[config.mk]
export PLATFORM = sky130hd
export DESIGN_NAME = prio_event_encoder
export DESIGN_NICKNAME = d
export VERILOG_FILES = /design/src/rtl/prio_event_encoder.sv
export SDC_FILE = /design/constraint.sdc
export NUM_CORES = 1
export LEC_CHECK = 0
export CELL_PAD_IN_SITES_DETAIL_PLACEMENT = 0
export CELL_PAD_IN_SITES_GLOBAL_PLACEMENT = 2
export CORE_MARGIN = 2
export CORE_UTILIZATION = 41
export DETAILED_ROUTE_END_ITERATION = 7
export HOLD_SLACK_MARGIN = 0.15
export PLACE_DENSITY = 0.86
export SYNTH_ARGS = -nofsm -noshare
export SYNTH_HDL_FRONTEND = slang
export SYNTH_SLANG_ARGS = --single-unit
[constraint.sdc]
create_clock -name clk -period 4.1 [get_ports clk]
set_clock_uncertainty 0.05 [all_clocks]
set_input_delay 0.82 -clock clk [delete_from_list [all_inputs] [get_ports clk]]
set_output_delay 0.82 -clock clk [all_outputs]
set_load 0.05 [all_outputs]
[src/rtl/prio_event_encoder.sv]
// prio_event_encoder: synchronises an N-bit asynchronous request bus,
// detects rising edges, queues them in a pending register and reports them
// one at a time in priority order over a valid/ready handshake. A sticky
// overflow flag records an edge that arrived on a bit already pending.
module prio_event_encoder #(
    parameter int N          = 20,
    parameter bit HIGH_FIRST = 1'b1
) (
    input  logic                 clk,
    input  logic                 nrst,
    input  logic [N-1:0]         in,
    input  logic                 ready,
    input  logic                 clr_ovf,
    output logic [$clog2(N)-1:0] code,
    output logic                 valid,
    output logic                 overflow
);

    // Width of the encoded index; derived from N so that N-1 fits.
    localparam int W = $clog2(N);

    logic [N-1:0] sync1;
    logic [N-1:0] sync2;
    logic [N-1:0] prev;
    logic [N-1:0] pending;
    logic [N-1:0] edge_det;
    logic [N-1:0] clr_mask;
    logic [W-1:0] sel;
    logic         accept;
    logic         ovf_hit;

    // Two-flop synchroniser plus one history stage for edge detection.
    // Reset leaves prev at 0, so a line already high when nrst deasserts
    // is seen as a fresh edge and reported once.
    always_ff @(posedge clk or negedge nrst) begin
        // NOTE: sequential state uses non-blocking assignments so every
        // stage samples the value from before this clock edge.
        if (!nrst) begin
            sync1 <= '0;
            sync2 <= '0;
            prev  <= '0;
        end else begin
            sync1 <= in;
            sync2 <= sync1;
            prev  <= sync2;
        end
    end

    assign edge_det = sync2 & ~prev;

    // Priority selection: scan all bits, the last match in scan order wins.
    always_comb begin
        // NOTE: default first so no path leaves sel unassigned (no latch).
        sel = '0;
        if (HIGH_FIRST) begin
            for (int i = 0; i < N; i++) begin
                if (pending[i]) sel = W'(i);
            end
        end else begin
            for (int i = N - 1; i >= 0; i--) begin
                if (pending[i]) sel = W'(i);
            end
        end
    end

    assign valid  = |pending;
    assign code   = valid ? sel : '0;
    assign accept = valid & ready;

    // One-hot mask of the bit being consumed this cycle, and the overflow
    // condition: an edge landing on a bit that stays pending.
    always_comb begin
        clr_mask = '0;
        for (int i = 0; i < N; i++) begin
            clr_mask[i] = accept && (sel == W'(i));
        end
        ovf_hit = |(edge_det & pending & ~clr_mask);
    end

    // Pending queue: consumed bit clears, new edges set (set wins, so an
    // edge on the bit being accepted re-queues it without overflow).
    always_ff @(posedge clk or negedge nrst) begin
        if (!nrst) begin
            pending <= '0;
        end else begin
            pending <= (pending & ~clr_mask) | edge_det;
        end
    end

    // Sticky overflow; a new overflow takes precedence over clr_ovf.
    always_ff @(posedge clk or negedge nrst) begin
        if (!nrst) begin
            overflow <= 1'b0;
        end else if (ovf_hit) begin
            overflow <= 1'b1;
        end else if (clr_ovf) begin
            overflow <= 1'b0;
        end
    end

endmodule

* Yosys cells after proc, flatten, opt, wreduce, memory -nomap -nowiden
Cells that the tools add are included.
** Storage, ports and cells
- Register bits after elaboration :: 81
- Latch bits :: 0
- Memory bits (writable) :: 0
- ROM bits :: 0
- Input port bits :: 24
- Output and inout port bits :: 7
- Memories kept :: 0
** Cells by class
- $add $sub $neg :: 0
- Multiply operators :: 0
- Divide/modulo/power cells :: 0
- Magnitude comparators :: 0
- Equality and inequality tests :: 19
- Shift operators :: 0
- Mux-type cells :: 22
- Bitwise gates (word level) :: 8
- Reductions and logical operators :: 24
** Operators by type and width (count)
- $mux W5 :: 19
- $and A20 B20 Y20 :: 4
- $eq A5 B4 Y1 const B :: 8
- $not A20 Y20 :: 2
- $reduce_or A20 Y1 :: 2
- $eq A5 B3 Y1 const B :: 4
- $eq A5 B5 Y1 const B :: 4
- $logic_and A1 B1 Y1 :: 20
- $or A20 B20 Y20 :: 1
- $eq A5 B2 Y1 const B :: 2
- $eq A5 B1 Y1 const B :: 1
- $logic_not A5 Y1 :: 1
- $mux W1 :: 3
- $reduce_bool A2 Y1 :: 1
- $and A1 B1 Y1 :: 1

* Longest topological paths before layout
- Depth in word-level cells :: 25
- Depth in mapped cells :: 9
- Depth with buffers taken out :: 7

* Least setup slack after synthesis
OpenSTA, ideal clock, no wires.
- Kind :: register -> output
- From :: register pending[16]
- To :: output port code[2]
- Data arrival time :: 1.933 ns
- Required time :: 3.230 ns
- Path slack :: 1.297 ns
- Stages on the path, launching flop included :: 4
- Cells stage by stage :: dfrtp_1 nor4_4 inv_1 a21oi_1
** On the way
- Word-level cells in the longest chain between the ends :: 5
- Elaborated cells between the ends (all ways) :: 6
- Classes of those cells :: mux: 5; reduce/logical: 1
** Ends and longest elaborated chain
- start: declaration :: RTL line 25 : logic [N-1:0] pending;
- start signal: assignment :: RTL line 86 : pending <= (pending & ~clr_mask) | edge_det;
- $mux W5 (4 in a row) :: RTL line 57 : if (pending[i]) sel = W'(i);
- $mux W5 * :: RTL line 67 : assign code = valid ? sel : '0;
- end: declaration :: RTL line 14 : output logic [$clog2(N)-1:0] code,
Every way passes the cells marked *; elsewhere a longest branch is shown, timed or not.

* Worst setup path after layout
- From :: register pending[5]
- To :: output port code[0]
** On the way
- Word-level cells in the longest chain between the ends :: 16
- Elaborated cells between the ends (all ways) :: 17
- Classes of those cells :: mux: 16; reduce/logical: 1
** Ends and longest elaborated chain (RTL line)
- $mux W5 (15 in a row) :: 57
- $mux W5 * :: 67
Marked as above.

==> metrics.txt <==
status completed; RePlAce Congestion 0.917; Net Switching 404 uW; initial antenna violation count 0; Reg area 2030 um^2; Syn Area/Cell 12.2 um^2; number of hold buffers added after CTS 0; MaxCap Viol Count 0; warnings from Yosys 0; sequential-to-total area share from yosys stat 0.660; crit end category output pin; Post-synth EDFFs 0; placed instance area 3480 um^2; Die X 90.6 um; R2R depth 7; diode count 0; Clock Tree Buf Depth 2; fill count 644; drt initial violations 167; reg2reg start pending[6]; Final #Nets 314; Post-route DRC 0; Clock transition at path regs 80 ps; Hold Worst Slack 302 ps; post-CTS sizing 0; syn nets 275; register-to-register setup slack 1320 ps; crit path DAT 2740 ps; Synth cell types 44; Cell Area, Synth 3070 um^2; clock share of power 0.373; Detail Route Antenna Nets 0; commonest non-fill, non-tap cell in the layout dfrtp_1; crit path launch type flip-flop; footprint of the multi-input gates 927 um^2; CTS Buf Count 9; Pleak 1.53 nW; Seq cells post-synth 81; ys async rst share 1.00; PortBufs 30; first-pass GRT wire length 10100 um; vias in the first global route 2012; Cell Rows 31; Area Overhead vs Synth 19.9%; Clock Root Buffer clkbuf_8; Hold Crit Start sync1[5]; 1st-pass router iterations 4; largest net degree at the start of global routing 82; f_max 0.277 GHz; internal power 1.18 mW; vias per std cell 5.22; Hold Path Sink sync2[5]; final instance area 3680 um^2; Final Setup Violations 0; worst-margin pin slew 964 ps; WHS Path Cells 0; vias 2058; DP HPWL 4310 um; TritonCTS clock tree done; die area 8200 um^2; Max-slew headroom 0.357; Peak VDD IR 0.243 mV; Worst-Skew Late Latency 350 ps; power share of the combinational group 0.083; Syn Inst Count 251; Die Y 90.6 um; cell total after placement 378; Power Dens Cells 429 nW/um^2; Initial Utilization 0.423; share of cells above drive strength 1 0.0915; routed length per instance 15.5 um; WS Path Type flip-flop to output pin; Overflow after GRT 0; Synth Flop Type dfrtp_1; Final Hold Viols 0; RSZ-0062 raised after global routing false; I/O pin cnt 31; Worst R2R End overflow; commonest non-fill, non-tap cells in the layout dfrtp_1, o21ai_0, clkdlybuf4s50_1; clock sink count 81; Hold Path Class flip-flop to flip-flop; switching part of the total 0.256; final worst path period share 0.880; CP required 3230 ps; setup_tns 0 ps; Final Max Slew Viols 0; Flop pwr share 0.545; setup bufs post-CTS 0; Post-Route WL 6100 um; all-layer global routing usage 0.161; Final Power 1.58 mW; core area 7250 um^2; Finished Layout Cells 394; crit-path max FO 6; H-tree depth 3; final critical-path required period 3610 ps
## critical path, stage by stage, from the launching register on
cell             delay (ps)
dfrtp_1                 480
nor2_1                   90
a221oi_2                280
o211ai_2                170
a21oi_1                 400
or2_2                   190
clkdlybuf4s50_1         790
## power groups by stage
stage / registers, mW / logic (mW) / clock network (mW)
6_report: 0.861 / 0.131 / 0.589
5_1_grt: 0.865 / 0.145 / 0.654
4_1_cts: 0.861 / 0.132 / 0.616
3_5_place_dp: 0.877 / 0.132 / 0
3_3_place_gp: 0.875 / 0.131 / 0
2_1_floorplan: 0.867 / 0.0725 / 0
## cells in the mapped netlist (all sizes together) (2+ instances only)
cell    count  area (um^2)
a2111o      2         22.5
a21oi       8         40.0
a22oi       2         15.0
a31oi       2         12.5
buf         3         20.0
dfrtp      81         2030
inv        26         97.6
nand2      13         48.8
nand2b      6         37.5
nand3       5         25.0
nand3b      9         67.6
nand4b      3         26.3
nor2       13         48.8
nor2b       2         12.5
nor3        2         10.0
nor3b       3         22.5
nor4        6         82.6
o211ai      3         27.5
o21a        4         30.0
o21ai      34          170
o311ai      3         58.8
o31ai       2         20.0
or2         2         12.5
or3         3         18.8
## per-stage QoR
step	setup slack (ps)	util
final	493	0.508
after detailed placement	809	0.480
after CTS	486	0.508
after global placement	823	0.480
after floorplan	1300	-
after global routing	305	0.508
## worst max path at each step
stage,startpoint,endpoint,slack [ps],cells after the start
after global routing,pending[5],code[0],310,6
final,pending[5],code[0],490,6
after CTS,pending[5],code[0],490,6
after global placement,ready,overflow,820,6
after floorplan,pending[16],code[2],1300,3
after detailed placement,ready,overflow,810,6
## metal layers
metal,vias to the layer above,GRT usage,share of wire
met1,1032,0.220,0.47
met4,0,0.0731,0.023
li1,967,-,-
met2,48,0.234,0.45
met5,-,0,0
met3,11,0.0534,0.049
## final cells by class
| cell class | count | area share |
|---|---|---|
| sequential | 81 | 0.550 |
| clock buffer | 10 | 0.0346 |
| inverter | 26 | 0.0265 |
| multi-input combinational | 141 | 0.252 |
| timing repair buffer | 31 | 0.0829 |
| tap | 99 | 0.0336 |
| clock inverter | 6 | 0.0204 |
## registers in the layout, indices dropped and copies added, names as in the netlist
name / count
pending: 20
prev: 20
sync1: 20
sync2: 20
overflow: 1
## kinds of logic after synthesis
group	after synthesis	synth area share
compound gates	69	0.155
buf+inv	29	0.0383
flops	81	0.660
simple gates	72	0.147
No activity file was read; power rests on OpenSTA's default activity.
